--- src/rtl/float12_pkg.sv ---
`default_nettype none
// ============================================================================
// Module      : float12_pkg
// Description : 12-bit float format shared by the float_arith datapath.
//               Layout: sign[11], exponent[10:6] (bias 15), mantissa[5:0].
// Revision    : 1.0 - initial release
// ============================================================================
package float12_pkg;

  localparam int FP12_W        = 12;
  localparam int FP12_EXP_BIAS = 15;

  typedef struct packed {
    logic       sign;
    logic [4:0] exp;
    logic [5:0] man;
  } fp12_t;

  localparam fp12_t FP12_ZERO = 12'h000;

endpackage
`default_nettype wire

--- src/rtl/add_12.sv ---
`default_nettype none
// ============================================================================
// Module      : add_12
// Description : Pipelined 12-bit float adder. Combinational add on the input
//               operands followed by STAGES output registers. A zero exponent
//               is treated as zero, results truncate toward zero, overflow
//               saturates to exponent 31 with zero mantissa, underflow flushes
//               to zero.
// Revision    : 1.0 - initial release
// ============================================================================
module add_12
  import float12_pkg::*;
#(
  parameter int STAGES = 3
) (
  input  logic  clk_i,
  input  logic  rst_n_i,
  input  fp12_t data_a_i,
  input  fp12_t data_b_i,
  output fp12_t data_sum_o
);

  function automatic fp12_t fp12_add(input fp12_t a, input fp12_t b);
    fp12_t       x;
    fp12_t       y;
    fp12_t       r;
    logic [9:0]  mx;
    logic [9:0]  my;
    logic [10:0] s;
    logic [4:0]  d;
    int          e;
    // Order by magnitude so the larger operand fixes sign and exponent.
    if (a[10:0] >= b[10:0]) begin
      x = a;
      y = b;
    end else begin
      x = b;
      y = a;
    end
    // Hidden bit plus three guard bits below the mantissa.
    mx = (x.exp != 5'd0) ? {1'b1, x.man, 3'b000} : 10'd0;
    my = (y.exp != 5'd0) ? {1'b1, y.man, 3'b000} : 10'd0;
    d  = x.exp - y.exp;
    my = (d > 5'd9) ? 10'd0 : (my >> d);
    if (x.sign == y.sign) s = {1'b0, mx} + {1'b0, my};
    else                  s = {1'b0, mx} - {1'b0, my};
    e = int'(x.exp);
    r = FP12_ZERO;
    if (s != 11'd0) begin
      if (s[10]) begin
        s = s >> 1;
        e = e + 1;
      end else begin
        for (int i = 0; i < 9; i++) begin
          if (!s[9]) begin
            s = s << 1;
            e = e - 1;
          end
        end
      end
      if (e > 2 * FP12_EXP_BIAS) r = {x.sign, 5'h1F, 6'h00};
      else if (e > 0)            r = {x.sign, e[4:0], s[8:3]};
    end
    return r;
  endfunction

  fp12_t w_sum;
  fp12_t r_pipe [STAGES];

  // Combinational sum of the sampled operands.
  always_comb w_sum = fp12_add(data_a_i, data_b_i);

  // Output delay line that sets the adder latency.
  always_ff @(posedge clk_i or negedge rst_n_i) begin
    if (!rst_n_i) begin
      for (int i = 0; i < STAGES; i++) r_pipe[i] <= FP12_ZERO;
    end else begin
      r_pipe[0] <= w_sum;
      for (int i = 1; i < STAGES; i++) r_pipe[i] <= r_pipe[i-1];
    end
  end

  assign data_sum_o = r_pipe[STAGES-1];

endmodule
`default_nettype wire

--- src/rtl/rr_arbiter.sv ---
`default_nettype none
// ============================================================================
// Module      : rr_arbiter
// Description : Round-robin arbiter. Scans from the pointer upward modulo N,
//               grants the first requester, then moves the pointer one past
//               the winner. Grant is combinational and zero during reset.
// Revision    : 1.0 - initial release
// ============================================================================
module rr_arbiter #(
  parameter int N  = 4,
  parameter int PW = (N > 1) ? $clog2(N) : 1
) (
  input  logic          clk_i,
  input  logic          rst_i,
  input  logic          enable_i,
  input  logic [N-1:0]  req_i,
  output logic [N-1:0]  grant_o,
  output logic [PW-1:0] grant_id_o
);

  logic [PW-1:0] r_ptr;
  logic [PW-1:0] w_idx;
  logic [PW-1:0] w_sel;
  logic          w_hit;

  // Find the first request at or above the pointer; the descending scan
  // leaves the lowest offset as the final winner.
  always_comb begin
    w_hit = 1'b0;
    w_sel = r_ptr;
    w_idx = '0;
    for (int off = N - 1; off >= 0; off--) begin
      w_idx = PW'((int'(r_ptr) + off) % N);
      if (req_i[w_idx]) begin
        w_hit = 1'b1;
        w_sel = w_idx;
      end
    end
  end

  // One-hot grant, suppressed while disabled or in reset.
  always_comb begin
    grant_o = '0;
    if (enable_i && w_hit && !rst_i) grant_o[w_sel] = 1'b1;
  end

  assign grant_id_o = w_sel;

  // Pointer advances past the winner only when a grant is issued.
  always_ff @(posedge clk_i or posedge rst_i) begin
    if (rst_i) begin
      r_ptr <= '0;
    end else if (|grant_o) begin
      r_ptr <= (w_sel == PW'(N - 1)) ? '0 : w_sel + PW'(1);
    end
  end

endmodule
`default_nettype wire

--- src/rtl/add_12_arbiter.sv ---
`default_nettype none
// ============================================================================
// Module      : add_12_arbiter
// Description : Shares one pipelined add_12 among NUM_REQ requesters. One
//               round-robin issue per cycle; a tag pipe running beside the
//               adder steers each sum back to its originator. The issue
//               register is the first of ADD_LAT datapath stages, the adder
//               supplies the remaining ADD_LAT-1, and the response register
//               adds one more (ADD_LAT must be at least 2).
// Revision    : 1.0 - initial release
// ============================================================================
module add_12_arbiter
  import float12_pkg::*;
#(
  parameter int NUM_REQ = 4,
  parameter int ADD_LAT = 4,
  parameter int ID_W    = $clog2(NUM_REQ)
) (
  input  logic                            clk_i,
  input  logic                            rst_i,
  input  logic                            enable_i,
  input  logic [NUM_REQ-1:0]              req_valid_i,
  output logic [NUM_REQ-1:0]              req_ready_o,
  input  logic [NUM_REQ*FP12_W-1:0]       req_a_i,
  input  logic [NUM_REQ*FP12_W-1:0]       req_b_i,
  output logic [NUM_REQ-1:0]              rsp_valid_o,
  output logic [FP12_W-1:0]               rsp_data_o,
  output logic [ID_W-1:0]                 rsp_id_o,
  output logic                            busy_o,
  output logic [$clog2(ADD_LAT+2)-1:0]    in_flight_o
);

  localparam int CNT_W = $clog2(ADD_LAT + 2);

  logic [NUM_REQ-1:0] w_grant;
  logic [ID_W-1:0]    w_grant_id;
  logic               w_hs;
  fp12_t              w_a;
  fp12_t              w_b;
  fp12_t              w_sum;
  logic               w_rst_n;
  logic               w_tail_v;
  logic [ID_W-1:0]    w_tail_id;
  logic               w_rsp_any;

  fp12_t              r_iss_a;
  fp12_t              r_iss_b;
  logic [ADD_LAT-1:0] r_tag_v;
  logic [ID_W-1:0]    r_tag_id [ADD_LAT];
  logic [CNT_W-1:0]   r_cnt;

  rr_arbiter #(
    .N  (NUM_REQ),
    .PW (ID_W)
  ) u_arb (
    .clk_i      (clk_i),
    .rst_i      (rst_i),
    .enable_i   (enable_i),
    .req_i      (req_valid_i),
    .grant_o    (w_grant),
    .grant_id_o (w_grant_id)
  );

  assign req_ready_o = w_grant;
  // A grant is only ever given to an asserted valid, so any grant is a handshake.
  assign w_hs        = |(req_valid_i & w_grant);

  // Select the granted requester's operands; zero when nothing is granted.
  always_comb begin
    w_a = FP12_ZERO;
    w_b = FP12_ZERO;
    for (int k = 0; k < NUM_REQ; k++) begin
      if (w_grant[k]) begin
        w_a = req_a_i[k*FP12_W +: FP12_W];
        w_b = req_b_i[k*FP12_W +: FP12_W];
      end
    end
  end

  // Issue registers: idle cycles feed 0+0 into the adder.
  always_ff @(posedge clk_i or posedge rst_i) begin
    if (rst_i) begin
      r_iss_a <= FP12_ZERO;
      r_iss_b <= FP12_ZERO;
    end else begin
      r_iss_a <= w_a;
      r_iss_b <= w_b;
    end
  end

  // Tag pipe: stage 0 sits beside the issue registers, the tail lines up
  // with data_sum_o.
  always_ff @(posedge clk_i or posedge rst_i) begin
    if (rst_i) begin
      r_tag_v <= '0;
      for (int i = 0; i < ADD_LAT; i++) r_tag_id[i] <= '0;
    end else begin
      r_tag_v     <= {r_tag_v[ADD_LAT-2:0], w_hs};
      r_tag_id[0] <= w_grant_id;
      for (int i = 1; i < ADD_LAT; i++) r_tag_id[i] <= r_tag_id[i-1];
    end
  end

  assign w_tail_v  = r_tag_v[ADD_LAT-1];
  assign w_tail_id = r_tag_id[ADD_LAT-1];
  assign w_rst_n   = ~rst_i;

  add_12 #(
    .STAGES (ADD_LAT - 1)
  ) u_add (
    .clk_i      (clk_i),
    .rst_n_i    (w_rst_n),
    .data_a_i   (r_iss_a),
    .data_b_i   (r_iss_b),
    .data_sum_o (w_sum)
  );

  // Response register: pulse the owner's valid, hold data and id otherwise.
  always_ff @(posedge clk_i or posedge rst_i) begin
    if (rst_i) begin
      rsp_valid_o <= '0;
      rsp_data_o  <= '0;
      rsp_id_o    <= '0;
    end else if (w_tail_v) begin
      rsp_valid_o <= NUM_REQ'(1) << w_tail_id;
      rsp_data_o  <= w_sum;
      rsp_id_o    <= w_tail_id;
    end else begin
      rsp_valid_o <= '0;
    end
  end

  assign w_rsp_any = |rsp_valid_o;

  // Outstanding-op counter: issue increments, response decrements.
  always_ff @(posedge clk_i or posedge rst_i) begin
    if (rst_i) begin
      r_cnt <= '0;
    end else begin
      case ({w_hs, w_rsp_any})
        2'b10:   r_cnt <= r_cnt + CNT_W'(1);
        2'b01:   r_cnt <= r_cnt - CNT_W'(1);
        default: r_cnt <= r_cnt;
      endcase
    end
  end

  assign in_flight_o = r_cnt;
  assign busy_o      = (r_cnt != '0);

endmodule
`default_nettype wire
--- config.mk ---
export PLATFORM = sky130hd
export DESIGN_NAME = add_12_arbiter
export DESIGN_NICKNAME = d
export VERILOG_FILES = /design/src/rtl/float12_pkg.sv /design/src/rtl/add_12.sv /design/src/rtl/rr_arbiter.sv /design/src/rtl/add_12_arbiter.sv
export SDC_FILE = /design/constraint.sdc
export NUM_CORES = 1
export LEC_CHECK = 0
export CORE_ASPECT_RATIO = 0.9
export CORE_MARGIN = 5
export CORE_UTILIZATION = 50
export CTS_CLUSTER_SIZE = 14
export DETAILED_ROUTE_END_ITERATION = 7
export DONT_BUFFER_PORTS = 1
export HOLD_SLACK_MARGIN = 0.03
export PLACE_DENSITY = 0.68
export SYNTH_ARGS = -nofsm -noshare
export SYNTH_HDL_FRONTEND = slang
export SYNTH_HIERARCHICAL = 1
export SYNTH_SLANG_ARGS = --single-unit
--- constraint.sdc ---
create_clock -name clk_i -period 12.05 [get_ports clk_i]
set_input_delay 1.205 -clock clk_i [delete_from_list [all_inputs] [get_ports clk_i]]
set_output_delay 1.205 -clock clk_i [all_outputs]
set_load 0.05 [all_outputs]
After elaboration in Yosys (flattened, before gate mapping)
Cells that the tools add are included.

Add/sub/neg operators: 19. $lt $le $gt $ge: 10. Equality and inequality tests: 4. Shift operators: 2. Multiplexer cells: 92. Bitwise gates (word level): 1. Reduce and logical (&&, ||, !) cells: 12.

Operators with widths (number): $mux 32 (27); $mux 10 (27); $sub 32x2->32 const B (8); $mux 12 (13); $gt 32x1->1 const B (1); $gt 32x6->1 const B (1); $mux 9 (2); $lt 2x3->1 const B (5); $reduce_or 4->1 (3); $add 10x10->11 (1); $ge 11x11->1 (1); $mux 11 (1); $reduce_bool 11->1 (1); $sub 10x10->11 (1); $mux 2 (5); $reduce_bool 5->1 (2); $shr 10x5->10 (1); $mux 1 (9); $bmux 1 s2 (4); $mux 4 (2); $add 5x1->6 const B (1); $pmux 3 s2 (1); $sub 5x1->6 const B (1); $gt 5x4->1 const B (1); other kinds (16) (21).

Flip-flop bits (word level): 95. Input bits: 103. Output and inout port bits: 26. Logic and storage cells: 165.

Depth between registers and ports, before layout
Gate-level depths: netlist of the first run.

Word-level depth: 47. Gate-level depth with buffers: 67.

Hierarchy
The synthesis of the first run kept the hierarchy.

Modules (own cells, without submodules): add_12 (instances 1, cells each 1266, area an instance 9081.2 µm², sequential area each 900.9 µm²); add_12_arbiter (instances 1, cells each 206, area an instance 2745.1 µm², sequential area each 1426.4 µm²); rr_arbiter (instances 1, cells each 35, area an instance 267.8 µm², sequential area each 50.0 µm²).

Worst setup path before layout of the first run
No wires, ideal clock.

Kind: reg2reg. From: reg r_iss_b[6] (netlist bit). To: reg u_add/r_pipe[25] (netlist bit). Setup time: 0.111 ns. Arrival: 13.074 ns. Setup slack: -1.135 ns. Cell stages (with the launch flop): 65. Clock period less this slack: 13.185 ns. Cells stage by stage: dfrtp_1 -> inv_1 -> ha_1 -> inv_1 -> nor2_1 -> o221a_2 -> buf_4 -> nor2_2 -> clkbuf_1 -> a22oi_1 -> ha_1 -> clkbuf_1 -> clkinv_1 -> mux4_2 -> nor2_1 -> a21oi_1 -> nor3_1 -> a21o_1 -> [... 29 more ...] -> and2_1 -> a32o_1 -> mux2i_1 -> nor3_1 -> or2_1 -> buf_2 -> nor3_4 -> nand2_2 -> a2111oi_2 -> xnor2_1 -> nor4_4 -> xnor2_1 -> and4_4 -> and2_1 -> mux2i_1 -> or4_1 -> o41a_1 -> a2111oi_2.

RTL lines: from (decl) (line add_12_arbiter.sv:47) `fp12_t r_iss_b;`; from (signal assigned) (line add_12_arbiter.sv:87) `r_iss_b <= w_b;`; to (decl) (line add_12.sv:68) `fp12_t r_pipe [STAGES];`.

==> results of run 1 <==
[what timing repair did]
| action | CTS | global route |
|---|---|---|
| gates resized for setup | 10 | 96 |
| setup endpoints to repair | 12 | 12 |
| gates cloned | 0 | 0 |
| pin swaps | 3 | 43 |
| setup buffers | 2 | 20 |
| hold buffers | 0 | 0 |
[worst max-delay path, delay by kind of cell (launching register included)]
family	cells	cell delay, ns
compound gates	14	2.40
xor+xnor	4	0.56
fa+ha+maj	8	1.95
buf+inv	7	0.93
flops	1	0.44
mux	6	1.32
simple gates	20	4.06
[cell type report]
cell class	instances	share of cell area [%]
clock inverters	7	0.467
clock buffers	9	1.56
multi-input cells	1294	67.1
inverters	42	1.19
repair buffers	200	10.6
well taps	308	2.66
flip-flops and latches	95	16.4
[sequential cells by signal (all words and copies together), names as in the netlist]
register          flops
r_tag_id              6
in_flight_o           3
u_add/r_pipe         24
rsp_data_o           12
w_tail_id             2
r_iss_b              12
rsp_valid_o           4
r_iss_a              12
r_tag_v               4
u_add/data_sum_o     12
u_arb/r_ptr           2
rsp_id_o              2
[placed cells by master, fill, tap and decap left out, types with 31 or more instances in the layout]
master   synthesis  final
buf_4           18    194
xnor2_1         72     65
inv_1           39     31
nand4_1         34     34
o21ai_0         51     42
nor2b_1         35     35
dfrtp_1         95     95
nand2_1        157    153
nand3_1         60     59
nor2_1         127    122
a21oi_1        101     97
xor2_1          36     32
nor3_1          56     49
[metrics by stage]
stage / setup TNS (ns) / worst slack, ns / hold slack, ns
3_3_place_gp: -0.0565 / -0.0505 / 0.333
4_1_cts: 0 / 0.00707 / 0.348
6_report: 0 / 0.256 / 0.343
3_5_place_dp: -2.00 / -0.262 / 0.335
5_1_grt: -1.78 / -0.197 / 0.353
2_1_floorplan: 0 / 0.00338 / 0.331
[logic make-up after synthesis]
kind of cell    after synthesis
simple gates                666
compound gates              412
xor+xnor                    119
buf+inv                     118
flops                        95
mux                          54
fa+ha+maj                    43
[worst paths after layout]
kind	start	endpoint	slack, ns	cells past startpoint
max	r_iss_a[4]	u_add/r_pipe[25]	0.26	59
min	u_add/r_pipe[15]	u_add/data_sum_o[3]	0.34	0
max reg2reg	r_iss_a[4]	u_add/r_pipe[25]	0.26	59
min reg2reg	u_add/r_pipe[15]	u_add/data_sum_o[3]	0.34	0
max in group asynchronous	rst_i	u_add/r_pipe[21]	10.35	1
min in group asynchronous	rst_i	u_arb/r_ptr[1]	0.61	1
[metal layers]
| metal | track usage [%] | wire [um] | vias up | part of all wire (%) |
|---|---|---|---|---|
| met1 | 37.8 | 17400 | 5888 | 46 |
| met4 | 4.45 | 619 | 0 | 1.6 |
| met5 | 0 | 0 | - | 0 |
| met3 | 4.20 | 2720 | 69 | 7.2 |
| li1 | - | - | 5926 | - |
| met2 | 42.5 | 17100 | 539 | 45 |
==> results.cfg, run 1 <==
[logic_synthesis]
synth.area.top_cells = dfrtp_1 (20%), xnor2_1 (5.2%), nand2_1 (4.9%)
synth_mux_area_share_pct = 5.03
netlist_instances = 1507
synth.most_common_cell = nand2_1
synth_edf_count = 0
synth_cell_types = 124
avgSynthCellArea_um2 = 8.03
syn-cell-area_mm2 = 0.0121
synth_fa_ha_area_share_pct = 4.57
synthSimpleGateAreaFrac_pct = 29.5
synth_top_area_share_pct = 19.7
synth_compound_area_share_pct = 26.5
synth_nets = 1653
yosys.area.top_type = dfrtp_1
ys_async_sr_fraction_pct = 100
yosys_warnings = 6
synth_xor_area_share_pct = 9.56
synth_top_family_by_area = simple AND/OR/NAND/NOR gates
ys_ff_latch = 95
seq_area_frac_synth_pct = 19.7
synth_flop_cell = dfrtp_1
synthTopCellsByCount = nand2_1 (157), nor2_1 (127), a21oi_1 (101)

[layout]
fin_util_pct = 60.2
multi_input_area_mm2 = 0.00972
diodes = 0
final-seq-area_mm2 = 0.00238
fin_nets = 1788
layout-drive-gt1-share_pct = 27.9
nFillCells = 2087
finalNonFillerCells = 1955
fin_area_mm2 = 0.0145
syn2layout_area_growth_pct = 19.7

[timing]
tightestPinTransition_ns = 1.09
clock.fmax_mhz = 84.8
min_period_ns = 11.79
slew_headroom_pct = 27.3
clock_skew_ns = 0.00818
hold_violations = 0
final-setup-viol-count = 0
slew_viol_final = 0
timing.final.crit_share_pct = 97.9

[placed_design]
dp_hpwl_mm = 29.8
placed_cells = 1917
gp_congestion = 0.985
port_buffers = 0
dpl-instance-area_mm2 = 0.0135

[global_routing]
overflow = 0
grt_use_total_pct = 26.3
antenna_found_initial = 1
grt_pass1_wl_mm = 60.4
grt_pass1_vias = 11600
grt_max_degree = 94

[worst_setup_path]
slowest_delay_ns = 0.58
crit_path_start_kind = register
critPathMaxFanout = 7
worstPathArrival_ns = 12.03
required_ns = 12.28
crit_type = register to register
worst_setup_path_end_kind = register
crit_slowest_cell = o41a_1

[detailed_routing]
drtPass1Iterations = 6
ant_nets = 0
wirelength_mm = 37.8
vias_per_cell = 6.35
routedWlPerCell_um = 19.3
drt_iter0_markers = 1342
vias = 12400
drc = 0

[clock_network]
cts_buffer_depth = 2
htree_levels = 3
cts_tree = done
cts.sinks = 95
cts_made_buffers = 9
cts_root_buffer = clkbuf_16
clkLatencyLatePin_ns = 0.34
clk_pin_slew_ns = 0.07

[die]
die_w_um = 174
die_area_mm2 = 0.0274
start_util_pct = 50.3
die_h_um = 158
io_pins = 129
core_mm2 = 0.0241
fp-row-count = 54

[worst_hold_path]
hold_path_class = register to register

[flow_run]
drv_cap = 0

[run_status]
status = finished, final reports clean
Power of run 1 is not shown: default switching activity piles up to over one toggle a cycle in this logic, so the estimate is an artifact.
==> run 2: changes to the inputs <==
--- a/config.mk
+++ b/config.mk
@@ -5,7 +5,6 @@
 export SDC_FILE = /design/constraint.sdc
 export NUM_CORES = 1
 export LEC_CHECK = 0
-export CORE_ASPECT_RATIO = 0.9
 export CORE_MARGIN = 5
 export CORE_UTILIZATION = 50
 export CTS_CLUSTER_SIZE = 14
==> run 2 against run 1 <==
Compared with the run above: die area is essentially flat; sequential share of layout area shrank 0.15 points; worst hold slack gained 0.0013 ns; register-to-register slack gained 0.06 ns; setup slack gained 0.062 ns; fmax grew 0.53%; critical endpoint is now u_add/r_pipe[24].
==> results.cfg, run 2 (synthesized netlist as in run 1, its figures left out) <==
[run_status]
status = finished, final reports clean

[clock_network]
htree_levels = 3
cts_buffer_depth = 2
clkLatencyLatePin_ns = 0.35
cts_root_buffer = clkbuf_16
cts_tree = done
clk_pin_slew_ns = 0.08
cts_made_buffers = 9
cts_hold_buffers = 0
cts.sinks = 95

[layout]
final_common_cell = buf_4
diodes = 0
regMostFlops = u_add/r_pipe
largest_reg_flops = 24
multi_input_area_mm2 = 0.00977
nFillCells = 2147
final_cell_mix = buf_4 (204), nand2_1 (153), nor2_1 (119), dfrtp_1 (95), a21oi_1 (95)
fin_nets = 1795
final-seq-area_mm2 = 0.00238
layout-drive-gt1-share_pct = 28.7
fin_util_pct = 60.8
syn2layout_area_growth_pct = 20.8

[placed_design]
gp_congestion = 0.960
port_buffers = 0
dp_hpwl_mm = 31.1

[detailed_routing]
drt_iter0_markers = 1074
wirelength_mm = 38.9
vias = 12400
drc = 0
drtPass1Iterations = 7
vias_per_cell = 6.29
routedWlPerCell_um = 19.7
ant_nets = 0

[worst_setup_path]
critPathMaxFanout = 6
crit_slowest_cell = o41a_1
cpMostUsedCell = ha_4
worstPathArrival_ns = 11.99
slowest_delay_ns = 0.56
required_ns = 12.30
crit_path_start_kind = register
worst_setup_path_end_kind = register
crit_type = register to register

[die]
die_area_mm2 = 0.0274
start_util_pct = 50.3
fp-row-count = 57
die_w_um = 166
die_h_um = 166
core_mm2 = 0.0240
io_pins = 129

[timing]
tightestPinTransition_ns = 1.07
clock.fmax_mhz = 85.2
timing.final.crit_share_pct = 97.4
min_period_ns = 11.73
hold_violations = 0
slew_viol_final = 0
final-setup-viol-count = 0
slew_headroom_pct = 28.6
clock_skew_ns = 0.00812

[global_routing]
grt_use_total_pct = 27.8
grt_pass1_vias = 11700
grt_pass1_wl_mm = 61.9
overflow = 0
grt_max_degree = 70
antenna_found_initial = 0

[flow_run]
drv_cap = 0

[worst_hold_path]
hold_path_class = register to register
-- run 2: changes by cell type in the layout (fill, tap and decap cells not counted), sizes merged --
cell	delta
clkinvlp	-2
buf	+7
inv	+2
-- run 2: through the flow --
| stage | instances | hold slack (ns) | setup slack, ns | cell area [um2] | TNS, ns |
|---|---|---|---|---|---|
| floorplan | 1507 | 0.331 | 0.00338 | 12300 | 0 |
| global placement | 1940 | 0.332 | 0.0343 | 13600 | 0 |
| detailed placement | 1940 | 0.335 | -0.367 | 13600 | -2.75 |
| CTS | 1963 | 0.345 | 0.00808 | 14000 | 0 |
| global route | 1978 | 0.349 | -0.174 | 14600 | -1.19 |
| finish | 1978 | 0.345 | 0.319 | 14600 | 0 |
-- run 2: critical path, delay by kind of cell, from the launching register on --
kind	cells	cell delay [ns]
simple gates	19	4.14
compound gates	17	3.12
fa+ha+maj	9	2.27
mux	5	0.90
xor+xnor	4	0.67
flops	1	0.38
buf+inv	2	0.15
-- run 2: timing repair --
| action | CTS | global route |
|---|---|---|
| setup endpoints to repair | 12 | 12 |
| resized for setup | 16 | 95 |
| pin swaps | 10 | 40 |
| setup buffers | 7 | 15 |
-- run 2: worst paths after layout --
check,to,slack [ns],startpoint,depth (start not counted)
worst max-delay path,u_add/r_pipe[24],0.32,r_iss_b[8],56
worst min-delay path,u_add/data_sum_o[0],0.34,u_add/r_pipe[12],0
worst max register to register,u_add/r_pipe[24],0.32,r_iss_b[8],56
worst min register to register,u_add/data_sum_o[0],0.34,u_add/r_pipe[12],0
max in group asynchronous,rsp_data_o[10],10.28,rst_i,2
min in group asynchronous,u_arb/r_ptr[0],0.61,rst_i,1
-- run 2: final cells by class --
class,count,share of cell area (%)
Multi-Input combinational cell,1294,66.8
Sequential cell,95,16.3
Timing Repair Buffer,207,10.8
Tap cell,324,2.77
Clock buffer,9,1.54
Inverter,42,1.18
Clock inverter,7,0.608
-- run 2: per-layer routing --
metal  global-route usage, %  wire length, um  vias to the layer above
met5                       0                0                        -
met4                    5.81              630                        0
met3                    4.05             2860                       64
met2                    44.5            18000                      524
met1                    40.0            17500                     5892
li1                        -                -                     5960
Power of run 2 is left out for the same reason.
